<file path="src/rtl/blk_scan_ctrl.sv">
// Block-grid scan sequencer: turns de_i/vs_i timing into block save strobes and coordinates.
// Optional statistics outputs are enabled with the BLK_SCAN_CTRL_STATS_EN macro.
module blk_scan_ctrl #(
    parameter int unsigned HBLKS = 10,
    parameter int unsigned VBLKS = 10,
    parameter int unsigned BLK_W = 30,
    parameter int unsigned BLK_H = 30
) (
    input  logic                     clk_i,
    input  logic                     rst_ni,
    input  logic                     de_i,
    input  logic                     vs_i,
    output logic                     h_save_o,
    output logic                     v_save_o,
    output logic                     frame_start_o,
    output logic [$clog2(HBLKS)-1:0] blk_x_o,
    output logic [$clog2(VBLKS)-1:0] blk_y_o,
`ifdef BLK_SCAN_CTRL_STATS_EN
    output logic [15:0]              frame_cnt_o,
    output logic [15:0]              last_w_o,
    output logic [15:0]              last_h_o,
`endif
    output logic                     err_o
);

    localparam int unsigned PX_W = (BLK_W > 1) ? $clog2(BLK_W) : 1;
    localparam int unsigned HB_W = $clog2(HBLKS);
    localparam int unsigned LN_W = (BLK_H > 1) ? $clog2(BLK_H) : 1;
    localparam int unsigned VB_W = $clog2(VBLKS);

    localparam logic [PX_W-1:0] PX_MAX = PX_W'(BLK_W - 1);
    localparam logic [HB_W-1:0] HB_MAX = HB_W'(HBLKS - 1);
    localparam logic [LN_W-1:0] LN_MAX = LN_W'(BLK_H - 1);
    localparam logic [VB_W-1:0] VB_MAX = VB_W'(VBLKS - 1);

    localparam logic [1:0] S_IDLE = 2'd0;
    localparam logic [1:0] S_GAP  = 2'd1;
    localparam logic [1:0] S_LINE = 2'd2;
    localparam logic [1:0] S_DONE = 2'd3;

    logic [1:0]      r_state;
    logic            r_vs;
    logic [PX_W-1:0] r_px_cnt;
    logic [HB_W-1:0] r_hblk;
    logic [LN_W-1:0] r_ln_cnt;
    logic [VB_W-1:0] r_vblk;
    // Set once the last block of the line has been saved; later pixels are over-long.
    logic            r_full;

    logic w_vs_rise;
    logic w_in_frame;
    logic w_px_last;
    logic w_hb_last;
    logic w_ln_last;
    logic w_vb_last;
    logic w_eol;

    always_comb begin
        w_vs_rise  = vs_i & ~r_vs;
        w_in_frame = (r_state == S_GAP) || (r_state == S_LINE);
        w_px_last  = (r_px_cnt == PX_MAX);
        w_hb_last  = (r_hblk == HB_MAX);
        w_ln_last  = (r_ln_cnt == LN_MAX);
        w_vb_last  = (r_vblk == VB_MAX);
        w_eol      = ~w_vs_rise & ~de_i & (r_state == S_LINE);
    end

    always_ff @(posedge clk_i or negedge rst_ni) begin
        if (!rst_ni) begin
            r_state       <= S_IDLE;
            r_vs          <= 1'b0;
            r_px_cnt      <= '0;
            r_hblk        <= '0;
            r_ln_cnt      <= '0;
            r_vblk        <= '0;
            r_full        <= 1'b0;
            h_save_o      <= 1'b0;
            v_save_o      <= 1'b0;
            frame_start_o <= 1'b0;
            err_o         <= 1'b0;
        end else begin
            r_vs          <= vs_i;
            h_save_o      <= 1'b0;
            v_save_o      <= 1'b0;
            frame_start_o <= 1'b0;
            if (w_vs_rise) begin
                r_state       <= S_GAP;
                r_px_cnt      <= '0;
                r_hblk        <= '0;
                r_ln_cnt      <= '0;
                r_vblk        <= '0;
                r_full        <= 1'b0;
                frame_start_o <= 1'b1;
                err_o         <= w_in_frame;
            end else begin
                case (r_state)
                    S_GAP, S_LINE: begin
                        if (de_i) begin
                            r_state <= S_LINE;
                            if (r_full) begin
                                err_o <= 1'b1;
                            end else begin
                                h_save_o <= w_px_last;
                                v_save_o <= w_px_last & w_hb_last & w_ln_last;
                                if (w_px_last) begin
                                    r_px_cnt <= '0;
                                    if (w_hb_last) begin
                                        r_full <= 1'b1;
                                    end else begin
                                        r_hblk <= r_hblk + 1'b1;
                                    end
                                end else begin
                                    r_px_cnt <= r_px_cnt + 1'b1;
                                end
                            end
                        end else if (w_eol) begin
                            r_px_cnt <= '0;
                            r_hblk   <= '0;
                            r_full   <= 1'b0;
                            if (!r_full) begin
                                err_o <= 1'b1;
                            end
                            if (w_ln_last) begin
                                r_ln_cnt <= '0;
                                r_vblk   <= w_vb_last ? '0 : r_vblk + 1'b1;
                            end else begin
                                r_ln_cnt <= r_ln_cnt + 1'b1;
                            end
                            r_state <= (w_ln_last && w_vb_last) ? S_DONE : S_GAP;
                        end
                    end
                    S_DONE: begin
                        if (de_i) begin
                            err_o <= 1'b1;
                        end
                    end
                    default: ;
                endcase
            end
        end
    end

    assign blk_x_o = r_hblk;
    assign blk_y_o = r_vblk;

`ifdef BLK_SCAN_CTRL_STATS_EN
    logic [15:0] r_frame_cnt;
    logic [15:0] r_last_w;
    logic [15:0] r_last_h;
    logic [15:0] r_line_px;
    logic [15:0] r_frame_ln;

    always_ff @(posedge clk_i or negedge rst_ni) begin
        if (!rst_ni) begin
            r_frame_cnt <= '0;
            r_last_w    <= '0;
            r_last_h    <= '0;
            r_line_px   <= '0;
            r_frame_ln  <= '0;
        end else if (w_vs_rise) begin
            r_last_h   <= r_frame_ln;
            r_frame_ln <= '0;
            r_line_px  <= '0;
        end else if (w_in_frame) begin
            if (de_i) begin
                if (r_state == S_GAP) begin
                    r_line_px <= 16'd1;
                end else if (r_line_px != 16'hFFFF) begin
                    r_line_px <= r_line_px + 16'd1;
                end
            end else if (w_eol) begin
                r_last_w <= r_line_px;
                if (r_frame_ln != 16'hFFFF) begin
                    r_frame_ln <= r_frame_ln + 16'd1;
                end
                if (w_ln_last && w_vb_last) begin
                    r_frame_cnt <= r_frame_cnt + 16'd1;
                end
            end
        end
    end

    assign frame_cnt_o = r_frame_cnt;
    assign last_w_o    = r_last_w;
    assign last_h_o    = r_last_h;
`endif

endmodule

</file>
<file path="config.mk">
export PLATFORM = sky130hd
export DESIGN_NAME = blk_scan_ctrl
export DESIGN_NICKNAME = d
export VERILOG_FILES = /design/src/rtl/blk_scan_ctrl.sv
export SDC_FILE = /design/constraint.sdc
export NUM_CORES = 1
export LEC_CHECK = 0
export BUFFER_PORTS_ARGS = -buffer_cell sky130_fd_sc_hd__buf_2
export CAP_MARGIN = 10
export CORE_MARGIN = 5
export CORE_UTILIZATION = 26
export DETAILED_ROUTE_END_ITERATION = 10
export PLACE_DENSITY = 0.4
export SYNTH_ARGS = -nofsm -noshare
export SYNTH_HDL_FRONTEND = slang
export SYNTH_SLANG_ARGS = --single-unit
</file>
<file path="constraint.sdc">
create_clock -name clk_i -period 1.76 [get_ports clk_i]
set_input_delay 0.088 -clock clk_i [delete_from_list [all_inputs] [get_ports clk_i]]
set_output_delay 0.088 -clock clk_i [all_outputs]
set_load 0.005 [all_outputs]
</file>
==> reports/summary.txt <==
Achievable Freq - 602 MHz
Area of the core region - 5510 um^2
Actual slew at the worst max-slew pin - 638 ps
R2R cell count - 6
Post-synth design cell area - 1470 um^2
Via/cell ratio - 4.72
Area growth from synthesis to final layout - 25.6%
Clock period minus worst slack - 1660 ps
Warnings from Yosys - 0
Die height - 85.1 um
Die outline area - 7240 um^2
Number of sinks handled by clock tree synthesis - 26
Fraction of final layout cells sized beyond drive strength 1 - 30.1%
Pre-Repair DR Iteration Count - 4
Number of nets in the final layout - 191
Syn Nets - 158
Clock latency on the worst-skew pair - 270 ps
Worst-path fanout max - 5
Worst Path Arrival - 1860 ps
Worst Setup Start Kind - flip-flop
Number of storage elements in the synthesis netlist - 26
Initial standard-cell utilization of the core - 26.6%
Post-layout worst setup margin - 98.6 ps
Worst endpoint required time - 1960 ps
Final-report setup violation count - 0
Antenna violation net count after detailed routing - 0
Number of placement rows - 27
Final Core Density - 33.4%
Number of remaining DRC errors - 0
Clock root buffer master - clkbuf_8
Power per Cell Area - 1280 nW/um^2
Global-route wire length before repair - 5860 um
Filler cells - 560
Top FF cell, synth - dfrtp_1
CTS buffer count - 3
Remaining Overflow, GRT - 0
Sequential element share of the synthesized area - 44.4%
Hold Path Depth - 3
Netlist cell types - 45
Gpl congestion - 0.765
Min-delay worst type - in -> reg
Vias in the first global route - 1,213
Leakage power - 0.874 nW
H-tree levels - 1
Number of post-CTS setup repair buffers - 0
Clock transition time at the flip-flop clock pins of the worst setup and hold paths - 100 ps
Top-level I/O count - 16
Hpwl dp - 2500 um
Final hold vios - 0
IR drop worst, VDD - 0.000786 V
X dimension of the die - 85.1 um
Maximum Capacitance Violations - 0
Largest net degree at the start of global routing - 27
Avg Cell Area, Syn - 10.2 um^2
Status - completed
TritonCTS clock tree - yes
Async S/R FF share, synth - 100%
Final clock skew - 3.97 ps
Part of the cycle the worst path needs - 94.4%
Synthesized netlist cell count - 144
Number of antenna violations at the first check in global routing - 0
Total routing usage reported by global routing - 10.0%
Slew Limit Headroom - 57.5%
Post-synth EDFFs - 0
Antenna Cells - 0
Longest Clk Path Bufs - 2
Port Buf Inserts - 15
Placement Setup Slack - -51.6 ps
Average routed wire per standard cell - 13.4 um
Type of the worst setup path - reg -> reg
Final slew viol count - 0
Drt initial violations - 69
Total wire length - 3310 um
Endpoint class of the critical path - flip-flop
Via count - 1,170
==> final cells by class <==
cell class	count	area, um^2	share of cell area [%]
Inverter	8	30.0	1.63
Clock inverter	1	30.0	1.63
Timing Repair Buffer	34	223	12.1
Tap cell	72	90.1	4.89
Multi-Input combinational cell	104	776	42.1
Clock buffer	3	41.3	2.24
Sequential cell	26	651	35.4
==> power by group <==
group | leakage, nW | total (W) | internal [W] | switching, W
clock network | 0.0357 | 0.000502 | 0.000304 | 0.000198
logic | 0.495 | 0.000982 | 0.000524 | 0.000458
registers | 0.344 | 0.000873 | 0.000731 | 0.000142
total | 0.874 | 0.00236 | 0.00156 | 0.000798
==> synth_stat cells (2+ instances only) <==
cell      instances  area, um^2
nor3_1            4        20.0
inv_1             8        30.0
o21ai_1           2        10.0
xor2_1            2        17.5
nor2_1           14        52.6
o211ai_1          6        45.0
buf_2             3        15.0
nand3_1          11        55.1
nand2_1           3        11.3
nand2b_1          4        25.0
and3_1            2        12.5
or3_2             2        15.0
ha_1             10         125
mux2i_1           3        30.0
nand4_1           2        12.5
a21oi_1           5        25.0
buf_6             2        22.5
nor4_1            2        12.5
o21ai_0           7        35.0
dfrtp_1          26         651
and3b_1           2        17.5
==> cells by family after synthesis <==
family                     Yosys count  share of synthesized area (%)
DFF                                 26                           44.4
xor gates and xnor gates             2                           1.20
and+or+nand+nor                     56                           21.9
buffers and inverters               14                           5.12
adders and majority gates           10                           8.54
AOI/OAI and AO/OA                   30                           14.3
muxes                                6                           4.61
==> flip-flops by register name, summed over array words and instances, names as in the netlist <==
signal	cells
r_px_cnt	5
blk_y_o	4
h_save_o	1
blk_x_o	4
v_save_o	1
r_full	1
frame_start_o	1
r_state	2
err_o	1
r_ln_cnt	5
r_vs	1
==> critical path, stage by stage (launching register included) <==
cell	delay, ps
dfrtp_1	410
inv_2	80
ha_4	220
nor3b_4	220
a21oi_2	90
or4_1	470
o21ai_0	90
==> per-stage QoR <==
| stage | power, W | area (um^2) | instances | TNS (ps) | hold slack (ps) |
|---|---|---|---|---|---|
| after floorplan | 0.00142 | 1470 | 144 | -22.3 | -208 |
| after global placement | 0.00176 | 1710 | 242 | -19.0 | 143 |
| after detailed placement | 0.00178 | 1710 | 242 | -83.8 | 156 |
| after CTS | 0.00231 | 1810 | 248 | 0 | 222 |
| after global routing | 0.00254 | 1840 | 248 | -3.71 | 272 |
| final | 0.00236 | 1840 | 248 | 0 | 238 |
==> per-layer routing <==
| metal | GRT usage, % | share of wire, % | vias to the layer above |
|---|---|---|---|
| met5 | 0 | 0 | - |
| met1 | 13.7 | 49 | 572 |
| met2 | 15.9 | 47 | 10 |
| met3 | 1.65 | 2.5 | 2 |
| met4 | 3.45 | 0.75 | 0 |
| li1 | - | - | 586 |
==> cell usage in the layout, fill, tap and decap left out, drive strengths merged, types with 4 or more instances in the layout <==
cell type / synthesis / layout
inv: 8 / 8
o211ai: 6 / 6
dfrtp: 26 / 26
ha: 10 / 10
nor3: 4 / 4
a21oi: 7 / 7
nand2b: 4 / 4
o21ai: 10 / 10
buf: 6 / 32
nor2: 14 / 14
nand3: 11 / 11
==> worst paths after layout <==
| kind | from | to | slack (ps) |
|---|---|---|---|
| worst max-delay path | r_state[0]$_DFFE_PN0P_ | blk_y_o[1]$_DFFE_PN0P_ | 100 |
| worst min-delay path | de_i | h_save_o$_DFF_PN0_ | 240 |
| worst max register to register | r_state[0]$_DFFE_PN0P_ | blk_y_o[1]$_DFFE_PN0P_ | 100 |
| worst min register to register | blk_y_o[3]$_DFFE_PN0P_ | blk_y_o[3]$_DFFE_PN0P_ | 510 |
| max in group asynchronous | rst_ni | r_full$_DFFE_PN0P_ | 980 |
| min in group asynchronous | rst_ni | blk_y_o[2]$_DFFE_PN0P_ | 370 |
==> what timing repair did <==
item / CTS / global route
hold buffers: 2 / 0
setup endpoints to repair: 6 / 13
endpoints found under the hold margin: 27 / 0
resized for setup: 2 / 9
pin swaps: 0 / 2
(Power assumes the default switching activity.)
